**src/rtl/fsb_cycle_ctl.sv**
```systemverilog
// fsb_cycle_ctl
//   Fast-bus cycle terminator for the MC68HC000 side of the accelerator.
//   It captures an address-strobe cycle and picks the lowest-index asserted
//   chip select. It inserts that channel's wait states, then ends the cycle
//   with nDTACK, nVPA (for VPA-mode channels or interrupt acknowledge) or
//   nBERR (for a channel error request or a timeout). The module also holds a
//   free-running DRAM refresh scheduler that does not depend on the bus FSM.
//
// Ports
//   i_fclk          fast bus clock, all logic on posedge
//   i_reset         asynchronous reset, active high
//   i_n_as          CPU address strobe, active low
//   i_iacs          interrupt-acknowledge cycle select
//   i_cs[NCH]       channel selects, active high
//   i_ready[NCH]    channel ready, active high
//   i_berr_in[NCH]  channel bus-error request, active high
//   o_n_dtack       registered data-transfer acknowledge, active low
//   o_n_vpa         registered valid-peripheral-address, active low
//   o_n_berr        registered bus error, active low
//   o_as_active     combinational ~nAS
//   o_as_inactive   combinational nAS & ~ASr (strobe high on two consecutive samples)
//   i_ref_ack       refresh performed this cycle
//   o_ref_req       refresh pending in the current period
//   o_ref_urgent    refresh pending and the period is past REF_URGENT
//   o_ref_miss      sticky: a refresh period expired unserved
//
// FSM states
//   state | meaning
//   IDLE  | waiting for the address strobe
//   WAIT  | cycle captured, counting wait states / timeout
//   TERM  | one termination strobe held low until the strobe is released

module fsb_cycle_ctl #(
    parameter int                   NCH        = 4,
    parameter int                   WSW        = 4,
    parameter logic [NCH*WSW-1:0]   WS         = '0,
    parameter logic [NCH-1:0]       VPAMASK    = '0,
    parameter int                   TOW        = 8,
    parameter int                   TIMEOUT    = 255,
    parameter int                   REF_PERIOD = 256,
    parameter int                   REF_URGENT = 128
) (
    input  logic           i_fclk,
    input  logic           i_reset,
    input  logic           i_n_as,
    input  logic           i_iacs,
    input  logic [NCH-1:0] i_cs,
    input  logic [NCH-1:0] i_ready,
    input  logic [NCH-1:0] i_berr_in,
    output logic           o_n_dtack,
    output logic           o_n_vpa,
    output logic           o_n_berr,
    output logic           o_as_active,
    output logic           o_as_inactive,
    input  logic           i_ref_ack,
    output logic           o_ref_req,
    output logic           o_ref_urgent,
    output logic           o_ref_miss
);

    localparam int CHW = (NCH > 1) ? $clog2(NCH) : 1;
    localparam int RCW = (REF_PERIOD > 2) ? $clog2(REF_PERIOD) : 1;

    localparam logic [WSW:0]   WS_ONE   = {{WSW{1'b0}}, 1'b1};
    localparam logic [TOW-1:0] TO_ONE   = {{(TOW-1){1'b0}}, 1'b1};
    localparam logic [TOW-1:0] TO_LAST  = TOW'(TIMEOUT - 1);
    localparam logic [RCW-1:0] RC_ONE   = {{(RCW-1){1'b0}}, 1'b1};
    localparam logic [RCW-1:0] RC_LAST  = RCW'(REF_PERIOD - 1);
    localparam logic [RCW-1:0] RC_URG   = RCW'(REF_URGENT);

    typedef enum logic [1:0] {
        IDLE = 2'd0,
        WAIT = 2'd1,
        TERM = 2'd2
    } state_t;

    state_t           r_state;
    logic             r_as;
    logic [CHW-1:0]   r_ch;
    logic             r_mapped;
    logic [WSW:0]     r_ws_cnt;
    logic [TOW-1:0]   r_to_cnt;
    logic             r_n_dtack;
    logic             r_n_vpa;
    logic             r_n_berr;

    logic [RCW-1:0]   r_ref_cnt;
    logic             r_ref_done;
    logic             r_ref_miss;

    logic             w_as_active;
    logic             w_as_inactive;
    logic             w_any_cs;
    logic [CHW-1:0]   w_sel;
    logic [WSW-1:0]   w_ws_load;
    logic             w_rdy;
    logic             w_berr;
    logic             w_vpa_mode;

    assign w_as_active   = ~i_n_as;
    assign w_as_inactive = i_n_as & ~r_as;

    // Lowest-index asserted select wins.
    always_comb begin
        w_any_cs = |i_cs;
        w_sel    = '0;
        for (int i = NCH - 1; i >= 0; i--) begin
            if (i_cs[i]) w_sel = CHW'(i);
        end
    end

    assign w_ws_load  = WS[int'(w_sel)*WSW +: WSW];
    assign w_rdy      = i_ready[r_ch];
    assign w_berr     = i_berr_in[r_ch];
    assign w_vpa_mode = VPAMASK[r_ch];

    always_ff @(posedge i_fclk or posedge i_reset) begin
        if (i_reset) r_as <= 1'b0;
        else         r_as <= ~i_n_as;
    end

    always_ff @(posedge i_fclk or posedge i_reset) begin
        if (i_reset) begin
            r_state   <= IDLE;
            r_ch      <= '0;
            r_mapped  <= 1'b0;
            r_ws_cnt  <= '0;
            r_to_cnt  <= '0;
            r_n_dtack <= 1'b1;
            r_n_vpa   <= 1'b1;
            r_n_berr  <= 1'b1;
        end else begin
            case (r_state)
                IDLE: begin
                    if (w_as_active) begin
                        r_to_cnt <= '0;
                        if (i_iacs) begin
                            r_n_vpa <= 1'b0;
                            r_state <= TERM;
                        end else begin
                            r_mapped <= w_any_cs;
                            r_ch     <= w_sel;
                            // The extra count gives a fixed setup cycle, so
                            // a zero-wait channel terminates on the 2nd edge.
                            r_ws_cnt <= w_any_cs ? ({1'b0, w_ws_load} + WS_ONE) : '0;
                            r_state  <= WAIT;
                        end
                    end
                end
                WAIT: begin
                    r_to_cnt <= r_to_cnt + TO_ONE;
                    if (r_ws_cnt != '0) r_ws_cnt <= r_ws_cnt - WS_ONE;
                    if (w_as_inactive) begin
                        r_state <= IDLE;
                    end else if (r_mapped && w_berr) begin
                        r_n_berr <= 1'b0;
                        r_state  <= TERM;
                    end else if (r_mapped && (r_ws_cnt == '0) && w_rdy) begin
                        if (w_vpa_mode) r_n_vpa   <= 1'b0;
                        else            r_n_dtack <= 1'b0;
                        r_state <= TERM;
                    end else if (r_to_cnt == TO_LAST) begin
                        r_n_berr <= 1'b0;
                        r_state  <= TERM;
                    end
                end
                TERM: begin
                    if (w_as_inactive) begin
                        r_n_dtack <= 1'b1;
                        r_n_vpa   <= 1'b1;
                        r_n_berr  <= 1'b1;
                        r_state   <= IDLE;
                    end
                end
                default: r_state <= IDLE;
            endcase
        end
    end

    // Refresh scheduler: a new period clears the served flag even if an ack
    // arrives on the same edge.
    always_ff @(posedge i_fclk or posedge i_reset) begin
        if (i_reset) begin
            r_ref_cnt  <= '0;
            r_ref_done <= 1'b0;
            r_ref_miss <= 1'b0;
        end else begin
            r_ref_cnt <= (r_ref_cnt == RC_LAST) ? '0 : (r_ref_cnt + RC_ONE);
            if (r_ref_cnt == '0)  r_ref_done <= 1'b0;
            else if (i_ref_ack)   r_ref_done <= 1'b1;
            if ((r_ref_cnt == RC_LAST) && !r_ref_done && !i_ref_ack)
                r_ref_miss <= 1'b1;
        end
    end

    assign o_n_dtack     = r_n_dtack;
    assign o_n_vpa       = r_n_vpa;
    assign o_n_berr      = r_n_berr;
    assign o_as_active   = w_as_active;
    assign o_as_inactive = w_as_inactive;
    assign o_ref_req     = ~r_ref_done;
    assign o_ref_urgent  = ~r_ref_done & (r_ref_cnt >= RC_URG);
    assign o_ref_miss    = r_ref_miss;

endmodule

```
**config.mk**
```make
export PLATFORM = sky130hd
export DESIGN_NAME = fsb_cycle_ctl
export DESIGN_NICKNAME = d
export VERILOG_FILES = /design/src/rtl/fsb_cycle_ctl.sv
export SDC_FILE = /design/constraint.sdc
export NUM_CORES = 1
export LEC_CHECK = 0
export CORE_UTILIZATION = 40
export CTS_CLUSTER_DIAMETER = 120
export DETAILED_ROUTE_END_ITERATION = 8
export SETUP_SLACK_MARGIN = 0.3
export SLEW_MARGIN = 20
export SYNTH_ARGS = -nofsm -noshare
export SYNTH_HDL_FRONTEND = slang
export SYNTH_SLANG_ARGS = --single-unit
```
**constraint.sdc**
```tcl
create_clock -name i_fclk -period 4.7 [get_ports i_fclk]
set_clock_uncertainty 0.1 [all_clocks]
set_input_delay 0.705 -clock i_fclk [delete_from_list [all_inputs] [get_ports i_fclk]]
set_output_delay 0.705 -clock i_fclk [all_outputs]
set_load 0.005 [all_outputs]
```
==> Word level (Yosys, flattened, before mapping) <==
Index checks and enable logic that the tools add are counted.
{ "totals": {"output_inout_bits": 8, "elab_cells": 111, "input_bits": 17, "reg_bits": 32} }
{ "classes": {"n_lt_le_gt_ge": 2, "n_shift": 1, "eq_ne": 17, "n_reduce_logical": 23, "muxes": 46, "bitwise_logic": 6, "add_sub_neg": 4} }
{ "ops": {"columns": ["operator", "count"], "rows": [
  ["$mux 2", 11],
  ["$mux 1", 20],
  ["$mux 5", 4],
  ["$ne 2x2->1 const B", 10],
  ["$add 8x1->8 const B", 2],
  ["$eq 8x8->1 const B", 2],
  ["$mux 8", 2],
  ["$pmux 8 s2", 1],
  ["$shiftx 16x5->4 const A", 1],
  ["$pmux 5 s2", 1],
  ["$ge 8x8->1 const B", 1],
  ["$logic_not 8->1", 1],
  ["$reduce_and 8->1", 1],
  ["$bmux 1 s2", 3],
  ["$ne 3x3->1 const B", 2],
  ["$pmux 2 s3", 1],
  ["$reduce_and 3->1", 2],
  ["$reduce_and 6->1", 1],
  ["$reduce_bool 2->1", 3],
  ["$add 4x1->5 const B", 1],
  ["$logic_and 1x1->1", 5],
  ["$logic_not 5->1", 1],
  ["$ne 5x5->1 const B", 1],
  ["$reduce_and 5->1", 1],
  ["other kinds (15)", 21]
]} }

==> Logic depth before layout (Yosys ltp) <==
Gate-level depths: netlist (run 1).
{ "logic_depth": {"depth_word": 10, "ltp_mapped": 6, "depth_no_buf": 6} }

==> Least setup slack after synthesis (run 1) <==
OpenSTA, ideal clock, no wires.
{ "synth_path": {"path_kind": "input -> register", "start": "input port i_n_as", "end": "register r_ws_cnt[4]", "path_buffers": 1, "t_required_ns": 4.522, "path_stages": 5, "slack_ns": 2.628, "arrival_time_ns": 1.894, "path_cell_list": "or4_1 > buf_2 > o21a_4 > or3_1 > a21oi_1"} }
{ "synth_between": {"elab_chain_cells": 2} }
{ "synth_rtl": {"columns": ["item", "line_no", "source"], "rows": [
  ["start: declaration", "45", "input logic i_n_as,"],
  ["$ne 2x2->1 (no line)", null, null],
  ["$reduce_and 4->1 (no line)", null, null],
  ["end signal: assignment", "145", "r_ws_cnt <= w_any_cs ? ({1'b0, w_ws_load} + WS_ONE) : '0;"],
  ["end signal: assignment", "152", "if (r_ws_cnt != '0) r_ws_cnt <= r_ws_cnt - WS_ONE;"],
  ["end: declaration", "81", "logic [WSW:0] r_ws_cnt;"]
]} }
No other way between the ends.
A chain may end at the register's enable or synchronous reset.

==> Worst setup path in the final report (run 1) <==
{ "layout_path": {"start": "input port i_n_as", "end": "output port o_as_inactive"} }
{ "layout_between": {"elab_chain_cells": 1} }
{ "layout_rtl": {"columns": ["item", "line_no", "source"], "rows": [
  ["$and 1x1->1", "101", "assign w_as_inactive = i_n_as & ~r_as;"],
  ["end: declaration", "54", "output logic o_as_inactive,"]
]} }
No other way between the ends.

==> flow_results.xml, run 1 <==
<?xml version="1.0" encoding="UTF-8"?>
<metrics>
  <group name="power">
    <metric name="power_per_cell_area" unit="mW/mm^2">423.6</metric>
    <metric name="peakVddDrop" unit="mV">0.1814</metric>
    <metric name="power.static_leakage" unit="nW">0.8824</metric>
  </group>
  <group name="clock_network">
    <metric name="htreeDepth" unit="">2</metric>
    <metric name="cts_tree" unit="">built</metric>
    <metric name="clk_transition_reported_paths" unit="ns">0.06</metric>
    <metric name="clock_tree.buffer_depth" unit="">2</metric>
    <metric name="cts_hold_buffers" unit="">0</metric>
    <metric name="tritoncts_num_sinks" unit="">32</metric>
    <metric name="clock_latency" unit="ns">0.28</metric>
    <metric name="tritoncts.num_buffers" unit="">5</metric>
    <metric name="postCtsSetupBuffers" unit="">0</metric>
    <metric name="clock_tree.root_cell" unit="">sky130_fd_sc_hd__clkbuf_8</metric>
    <metric name="cts.repair.resized" unit="">0</metric>
  </group>
  <group name="yosys">
    <metric name="synth_area_leaders" unit="">sky130_fd_sc_hd__dfrtp_1 43%, sky130_fd_sc_hd__o21ai_0 6.3%, sky130_fd_sc_hd__dfstp_2 4.7%, sky130_fd_sc_hd__ha_1 4.5%, sky130_fd_sc_hd__inv_1 3.1%</metric>
    <metric name="edff_count_synth" unit="">0</metric>
    <metric name="yosys_warnings" unit="">0</metric>
    <metric name="synth-seq-cells" unit="">32</metric>
    <metric name="synth_async_sr_flop_share" unit="%">100.0</metric>
    <metric name="synth_cell_type_count" unit="">40</metric>
    <metric name="synth_flop_cell" unit="">sky130_fd_sc_hd__dfrtp_1</metric>
    <metric name="syn_avg_cell_area" unit="sq um">9.648</metric>
    <metric name="yosysTopAreaCell" unit="">sky130_fd_sc_hd__dfrtp_1</metric>
    <metric name="synthDominantCellAreaShare" unit="%">43.48</metric>
    <metric name="synthCells" unit="">173</metric>
    <metric name="netlist_area" unit="sq mm">0.001669</metric>
    <metric name="synth_seq_area_share" unit="%">48.20</metric>
    <metric name="post-synth-top-count-cell" unit="">sky130_fd_sc_hd__dfrtp_1</metric>
    <metric name="syn_nets" unit="">196</metric>
    <metric name="yosys-top-cells-count" unit="">29 x sky130_fd_sc_hd__dfrtp_1, 21 x sky130_fd_sc_hd__o21ai_0, 14 x sky130_fd_sc_hd__inv_1</metric>
  </group>
  <group name="job">
    <metric name="max_cap_violations" unit="">0</metric>
  </group>
  <group name="grt">
    <metric name="globalRoute.totalOverflow" unit="">0</metric>
    <metric name="antenna_violations_before_repair" unit="">0</metric>
    <metric name="first_global_vias" unit="">1266</metric>
    <metric name="pin_count_of_the_biggest_net_entering_global_routing" unit="">33</metric>
    <metric name="grt_pass1_wl" unit="um">5761</metric>
    <metric name="grt_util_all_layers" unit="%">17.45</metric>
  </group>
  <group name="timing">
    <metric name="clock_period_minus_worst_slack" unit="ns">2.884</metric>
    <metric name="rsz0062_at_grt" unit="">false</metric>
    <metric name="max_freq" unit="MHz">346.8</metric>
    <metric name="final.period_utilization" unit="%">61.35</metric>
    <metric name="setup-tns-final" unit="ns">0</metric>
    <metric name="setup_viol" unit="">0</metric>
    <metric name="worst-slew-pin-transition" unit="ns">0.9826</metric>
    <metric name="final-max-slew-violation-count" unit="">0</metric>
    <metric name="max-slew-margin-rel" unit="%">33.89</metric>
    <metric name="finalHoldViolations" unit="">0</metric>
  </group>
  <group name="floorplanning">
    <metric name="core-area" unit="sq mm">0.004000</metric>
    <metric name="chipHeight" unit="um">66.60</metric>
    <metric name="die_w" unit="um">66.60</metric>
    <metric name="pin_count" unit="">25</metric>
    <metric name="fp.dieArea" unit="sq mm">0.004435</metric>
    <metric name="initial_utilization" unit="%">41.73</metric>
    <metric name="placementRows" unit="">23</metric>
  </group>
  <group name="critical_path">
    <metric name="cp_data_required_time" unit="ns">3.89</metric>
    <metric name="worstSetupPathType" unit="">primary input to output port</metric>
    <metric name="critical_path_arrival" unit="ns">2.08</metric>
    <metric name="crit_path_end_kind" unit="">output port</metric>
    <metric name="worst_setup_path_start_kind" unit="">primary input</metric>
    <metric name="cp_max_fo" unit="">7</metric>
  </group>
  <group name="min_path">
    <metric name="holdCritPathClass" unit="">flop to flop</metric>
  </group>
  <group name="placement">
    <metric name="dp_hpwl" unit="um">2439</metric>
    <metric name="port-buffer-count" unit="">24</metric>
    <metric name="globalplace.congestion" unit="">0.8311</metric>
    <metric name="placement.cell_area" unit="sq mm">0.001963</metric>
  </group>
  <group name="status">
    <metric name="outcome" unit="">finished, final reports clean</metric>
  </group>
  <group name="drt">
    <metric name="vias" unit="">1361</metric>
    <metric name="route.detailed.wl_per_inst" unit="um">13.11</metric>
    <metric name="viasPerCell" unit="">5.401</metric>
    <metric name="wirelength" unit="um">3304</metric>
    <metric name="first_drt_iteration_drcs" unit="">126</metric>
    <metric name="final_antenna_net_count" unit="">0</metric>
    <metric name="drc" unit="">0</metric>
    <metric name="dr.pass1.iters" unit="">4</metric>
  </group>
  <group name="final_layout">
    <metric name="flow.area_growth_from_synthesis" unit="%">23.01</metric>
    <metric name="antenna-diode-count" unit="">0</metric>
    <metric name="final_cell_area" unit="sq mm">0.002053</metric>
    <metric name="post_route_cells_drive_above_1_share" unit="%">7.426</metric>
    <metric name="num-nets-final" unit="">224</metric>
  </group>
</metrics>
==> registers in the layout (all words and copies together) (netlist names), 2 cells and up <==
signal     count
r_ref_cnt      8
r_ch           2
r_to_cnt       8
r_ws_cnt       5
r_state        2
==> final timing paths <==
| kind | endpoint | cells after the start | from | slack [ns] |
|---|---|---|---|---|
| max in group asynchronous | o_n_dtack$_DFFE_PP1P_ | 3 | i_reset | 3.46 |
| max | o_as_inactive | 4 | i_n_as | 1.82 |
| min | o_ref_miss$_DFFE_PP0P_ | 1 | o_ref_miss$_DFFE_PP0P_ | 0.35 |
| min in group asynchronous | o_ref_miss$_DFFE_PP0P_ | 3 | i_reset | 0.71 |
| max reg2reg | r_state[1]$_DFFE_PP0P_ | 6 | r_ws_cnt[0]$_DFFE_PP0P_ | 2.52 |
| min reg2reg | o_ref_miss$_DFFE_PP0P_ | 1 | o_ref_miss$_DFFE_PP0P_ | 0.35 |
==> critical path, cell delays in order <==
cell and delay [ns]:
sky130_fd_sc_hd__clkdlybuf4s50_1 0.56, sky130_fd_sc_hd__nand2b_1 0.11, sky130_fd_sc_hd__inv_1 0.16, sky130_fd_sc_hd__clkdlybuf4s50_1 0.53
==> layer usage <==
layer  GRT usage [%]  wire (um)
met5               0          0
met4           5.585         21
met2           26.39       1529
met1           23.65       1590
met3           5.308        162
==> per-stage QoR <==
| step | setup WS, ns | total power, mW | cells | hold slack, ns | util, % |
|---|---|---|---|---|---|
| after floorplan | 2.628 | 0.5712 | 173 | 0.3436 | - |
| after global placement | 1.832 | 0.6513 | 244 | 0.3379 | 49.08 |
| after detailed placement | 1.818 | 0.6591 | 244 | 0.3433 | 49.08 |
| after CTS | 1.810 | 0.8783 | 252 | 0.3576 | 51.33 |
| after global routing | 1.710 | 0.9344 | 252 | 0.3924 | 51.33 |
| final | 1.816 | 0.8696 | 252 | 0.3524 | 51.33 |
==> layout make-up <==
class	instances	area [sq um]
clock buffers	8	90.09
well taps	50	62.56
multi-input cells	123	795.8
fillers	357	1947
flip-flops and latches	32	804.5
repair buffers	25	247.7
inverters	14	52.55
==> cells in the final DEF (no fill, tap or decap), drive strengths merged, types with 2 or more instances in the layout <==
| cell type | count |
|---|---|
| dfrtp | 29 |
| clkdlybuf4s50 | 24 |
| o21ai | 21 |
| inv | 14 |
| nand2 | 12 |
| nor2 | 12 |
| a21oi | 10 |
| clkbuf | 8 |
| nand3 | 7 |
| ha | 6 |
| nand4 | 4 |
| a31oi | 4 |
| nand2b | 3 |
| nor3 | 3 |
| or3 | 3 |
| nor4 | 3 |
| xnor2 | 3 |
| xor2 | 3 |
| o41ai | 3 |
| nor2b | 3 |
| dfstp | 3 |
| a21o | 2 |
| and3 | 2 |
| mux4 | 2 |
| and2 | 2 |
==> logic make-up (layout without fill, tap and decap cells) <==
family,Yosys count,count (layout),share of synthesized area [%]
fa+ha+maj,6,6,4.498
xor+xnor,6,6,3.149
buf+inv,18,47,4.123
flops,32,32,48.20
compound gates,49,49,18.37
mux,3,3,3.298
simple gates,59,59,18.37
==> power breakdown <==
group	total, mW	switching, mW	internal [mW]
Clock	0.215	0.0954	0.119
Combinational	0.249	0.128	0.121
Sequential	0.406	0.0706	0.335
Note: power is estimated with default switching activity, not from simulation.
==> run 2: changes to the inputs <==
Clock period 4.7 ns to 2.5 ns, I/O delays scaled along.
==> flow_results.xml, run 2 (synthesized netlist as in run 1, its figures left out) <==
<?xml version="1.0" encoding="UTF-8"?>
<metrics>
  <group name="floorplanning">
    <metric name="placementRows" unit="">23</metric>
    <metric name="pin_count" unit="">25</metric>
    <metric name="core-area" unit="sq mm">0.004000</metric>
    <metric name="fp.dieArea" unit="sq mm">0.004435</metric>
    <metric name="chipHeight" unit="um">66.60</metric>
    <metric name="die_w" unit="um">66.60</metric>
    <metric name="initial_utilization" unit="%">41.73</metric>
  </group>
  <group name="drt">
    <metric name="drc" unit="">0</metric>
    <metric name="final_antenna_net_count" unit="">0</metric>
    <metric name="first_drt_iteration_drcs" unit="">65</metric>
    <metric name="wirelength" unit="um">3461</metric>
    <metric name="route.detailed.wl_per_inst" unit="um">13.57</metric>
    <metric name="viasPerCell" unit="">5.475</metric>
    <metric name="vias" unit="">1396</metric>
    <metric name="dr.pass1.iters" unit="">4</metric>
  </group>
  <group name="clock_network">
    <metric name="cts_hold_buffers" unit="">0</metric>
    <metric name="clock_latency" unit="ns">0.27</metric>
    <metric name="tritoncts_num_sinks" unit="">32</metric>
    <metric name="cts_tree" unit="">built</metric>
    <metric name="clk_transition_reported_paths" unit="ns">0.07</metric>
    <metric name="htreeDepth" unit="">2</metric>
    <metric name="tritoncts.num_buffers" unit="">5</metric>
    <metric name="postCtsSetupBuffers" unit="">0</metric>
    <metric name="clock_tree.buffer_depth" unit="">2</metric>
    <metric name="clock_tree.root_cell" unit="">sky130_fd_sc_hd__clkbuf_8</metric>
  </group>
  <group name="grt">
    <metric name="grt_pass1_wl" unit="um">6265</metric>
    <metric name="antenna_violations_before_repair" unit="">0</metric>
    <metric name="pin_count_of_the_biggest_net_entering_global_routing" unit="">33</metric>
    <metric name="first_global_vias" unit="">1393</metric>
    <metric name="grt_util_all_layers" unit="%">18.87</metric>
    <metric name="globalRoute.totalOverflow" unit="">0</metric>
  </group>
  <group name="placement">
    <metric name="globalplace.congestion" unit="">0.8333</metric>
    <metric name="port-buffer-count" unit="">24</metric>
    <metric name="dp_hpwl" unit="um">2606</metric>
    <metric name="dp_slack" unit="ns">0.2133</metric>
  </group>
  <group name="critical_path">
    <metric name="cp_max_fo" unit="">14</metric>
    <metric name="worst_setup_path_start_kind" unit="">flop</metric>
    <metric name="crit-reg2reg-capture" unit="">r_ws_cnt[0]$_DFFE_PP0P_</metric>
    <metric name="worst_r2r_path_depth" unit="">5</metric>
    <metric name="origin_of_the_critical_flop_to_flop_path" unit="">r_state[1]$_DFFE_PP0P_</metric>
    <metric name="ff2ff_setup_slack" unit="ns">0.54</metric>
    <metric name="worstSetupPathType" unit="">flop to flop</metric>
    <metric name="cp_data_required_time" unit="ns">2.59</metric>
    <metric name="critical_path_arrival" unit="ns">2.05</metric>
    <metric name="crit_path_end_kind" unit="">flop</metric>
  </group>
  <group name="timing">
    <metric name="clock_period_minus_worst_slack" unit="ns">1.964</metric>
    <metric name="finalHoldViolations" unit="">0</metric>
    <metric name="final.period_utilization" unit="%">78.55</metric>
    <metric name="rsz0062_at_grt" unit="">false</metric>
    <metric name="setup_viol" unit="">0</metric>
    <metric name="final-max-slew-violation-count" unit="">0</metric>
    <metric name="worst-slew-pin-transition" unit="ns">0.4590</metric>
    <metric name="max_freq" unit="MHz">509.2</metric>
    <metric name="layout_setup_ws" unit="ns">0.5362</metric>
    <metric name="setup-tns-final" unit="ns">0</metric>
    <metric name="max-slew-margin-rel" unit="%">69.29</metric>
  </group>
  <group name="final_layout">
    <metric name="flow.area_growth_from_synthesis" unit="%">24.66</metric>
    <metric name="biggestRegsByFlops" unit="">r_ref_cnt x8, r_to_cnt x8, r_ws_cnt x5</metric>
    <metric name="layout_common_cells" unit="">29 x sky130_fd_sc_hd__dfrtp_1, 23 x sky130_fd_sc_hd__clkdlybuf4s50_1, 21 x sky130_fd_sc_hd__o21ai_0</metric>
    <metric name="post_route_cells_drive_above_1_share" unit="%">10.24</metric>
    <metric name="fill_cells" unit="">364</metric>
    <metric name="most_frequent_standard_cell_in_the_layout_excluding_fill_and_tap_cells" unit="">sky130_fd_sc_hd__dfrtp_1</metric>
    <metric name="num-nets-final" unit="">227</metric>
    <metric name="antenna-diode-count" unit="">0</metric>
  </group>
  <group name="min_path">
    <metric name="worstHoldStart" unit="">i_n_as</metric>
    <metric name="hold-path-cell-count" unit="">2</metric>
    <metric name="holdCritPathClass" unit="">primary input to flop</metric>
    <metric name="hold_path_end" unit="">r_as$_DFF_PP0_</metric>
  </group>
  <group name="status">
    <metric name="outcome" unit="">finished, final reports clean</metric>
  </group>
  <group name="power">
    <metric name="power_per_cell_area" unit="mW/mm^2">795.8</metric>
    <metric name="peakVddDrop" unit="mV">0.3590</metric>
    <metric name="power.static_leakage" unit="nW">0.9102</metric>
  </group>
  <group name="job">
    <metric name="max_cap_violations" unit="">0</metric>
  </group>
</metrics>
run 2: timing repair:
action,in CTS,in global routing
gates resized for setup,1,1
setup endpoints to repair,1,1
pin swaps,0,0
run 2: final cells by class:
| type | count | area [sq um] | share of cell area, % |
|---|---|---|---|
| Sequential cell | 32 | 804.5 | 38.67 |
| Clock inverter | 2 | 10.01 | 0.4811 |
| Timing Repair Buffer | 28 | 272.8 | 13.11 |
| Multi-Input combinational cell | 123 | 795.8 | 38.24 |
| Clock buffer | 6 | 82.58 | 3.969 |
| Inverter | 14 | 52.55 | 2.526 |
| Tap cell | 50 | 62.56 | 3.007 |
run 2: worst max-delay path by stage:
stage | start | to | slack [ns] | cells past startpoint
6_report | r_state[1]$_DFFE_PP0P_ | r_ws_cnt[0]$_DFFE_PP0P_ | 0.54 | 5
2_1_floorplan | r_ws_cnt[0]$_DFFE_PP0P_ | r_state[1]$_DFFE_PP0P_ | 0.65 | 6
3_3_place_gp | i_n_as | r_ws_cnt[4]$_DFFE_PP0P_ | 0.26 | 5
4_1_cts | i_n_as | o_as_inactive | 0.30 | 4
3_5_place_dp | i_n_as | r_ws_cnt[0]$_DFFE_PP0P_ | 0.21 | 6
5_1_grt | r_state[1]$_DFFE_PP0P_ | r_ws_cnt[0]$_DFFE_PP0P_ | 0.39 | 5
run 2: per-stage QoR:
| step | hold slack [ns] | instances | cell area, sq um | power (mW) | util (%) |
|---|---|---|---|---|---|
| 2_1_floorplan | 0.3436 | 173 | 1669 | 1.074 | - |
| 3_3_place_gp | 0.3442 | 247 | 1986 | 1.241 | 49.64 |
| 3_5_place_dp | 0.3604 | 247 | 1986 | 1.264 | 49.64 |
| 4_1_cts | 0.3753 | 255 | 2078 | 1.671 | 51.96 |
| 5_1_grt | 0.3352 | 255 | 2081 | 1.802 | 52.02 |
| 6_report | 0.3215 | 255 | 2081 | 1.656 | 52.02 |
run 2: worst max-delay path, cell delays in order (launching register included):
cell                      delay, ns
sky130_fd_sc_hd__dfrtp_1       0.51
sky130_fd_sc_hd__or4_1         0.60
sky130_fd_sc_hd__buf_4         0.18
sky130_fd_sc_hd__o21ai_0       0.13
sky130_fd_sc_hd__o21ai_0       0.14
sky130_fd_sc_hd__a22oi_1       0.21
run 2: metal layers:
| layer | vias up | global-route usage [%] | part of all wire [%] |
|---|---|---|---|
| li1 | 690 | - | - |
| met1 | 676 | 25.08 | 47 |
| met2 | 28 | 30.43 | 48 |
| met3 | 2 | 4.623 | 3.6 |
| met4 | 0 | 5.053 | 0.55 |
| met5 | - | 0 | 0 |
run 2: where the power goes:
group | switching (mW) | total (mW) | internal [mW]
logic | 0.246 | 0.489 | 0.243
clock network | 0.183 | 0.403 | 0.219
registers | 0.135 | 0.764 | 0.630
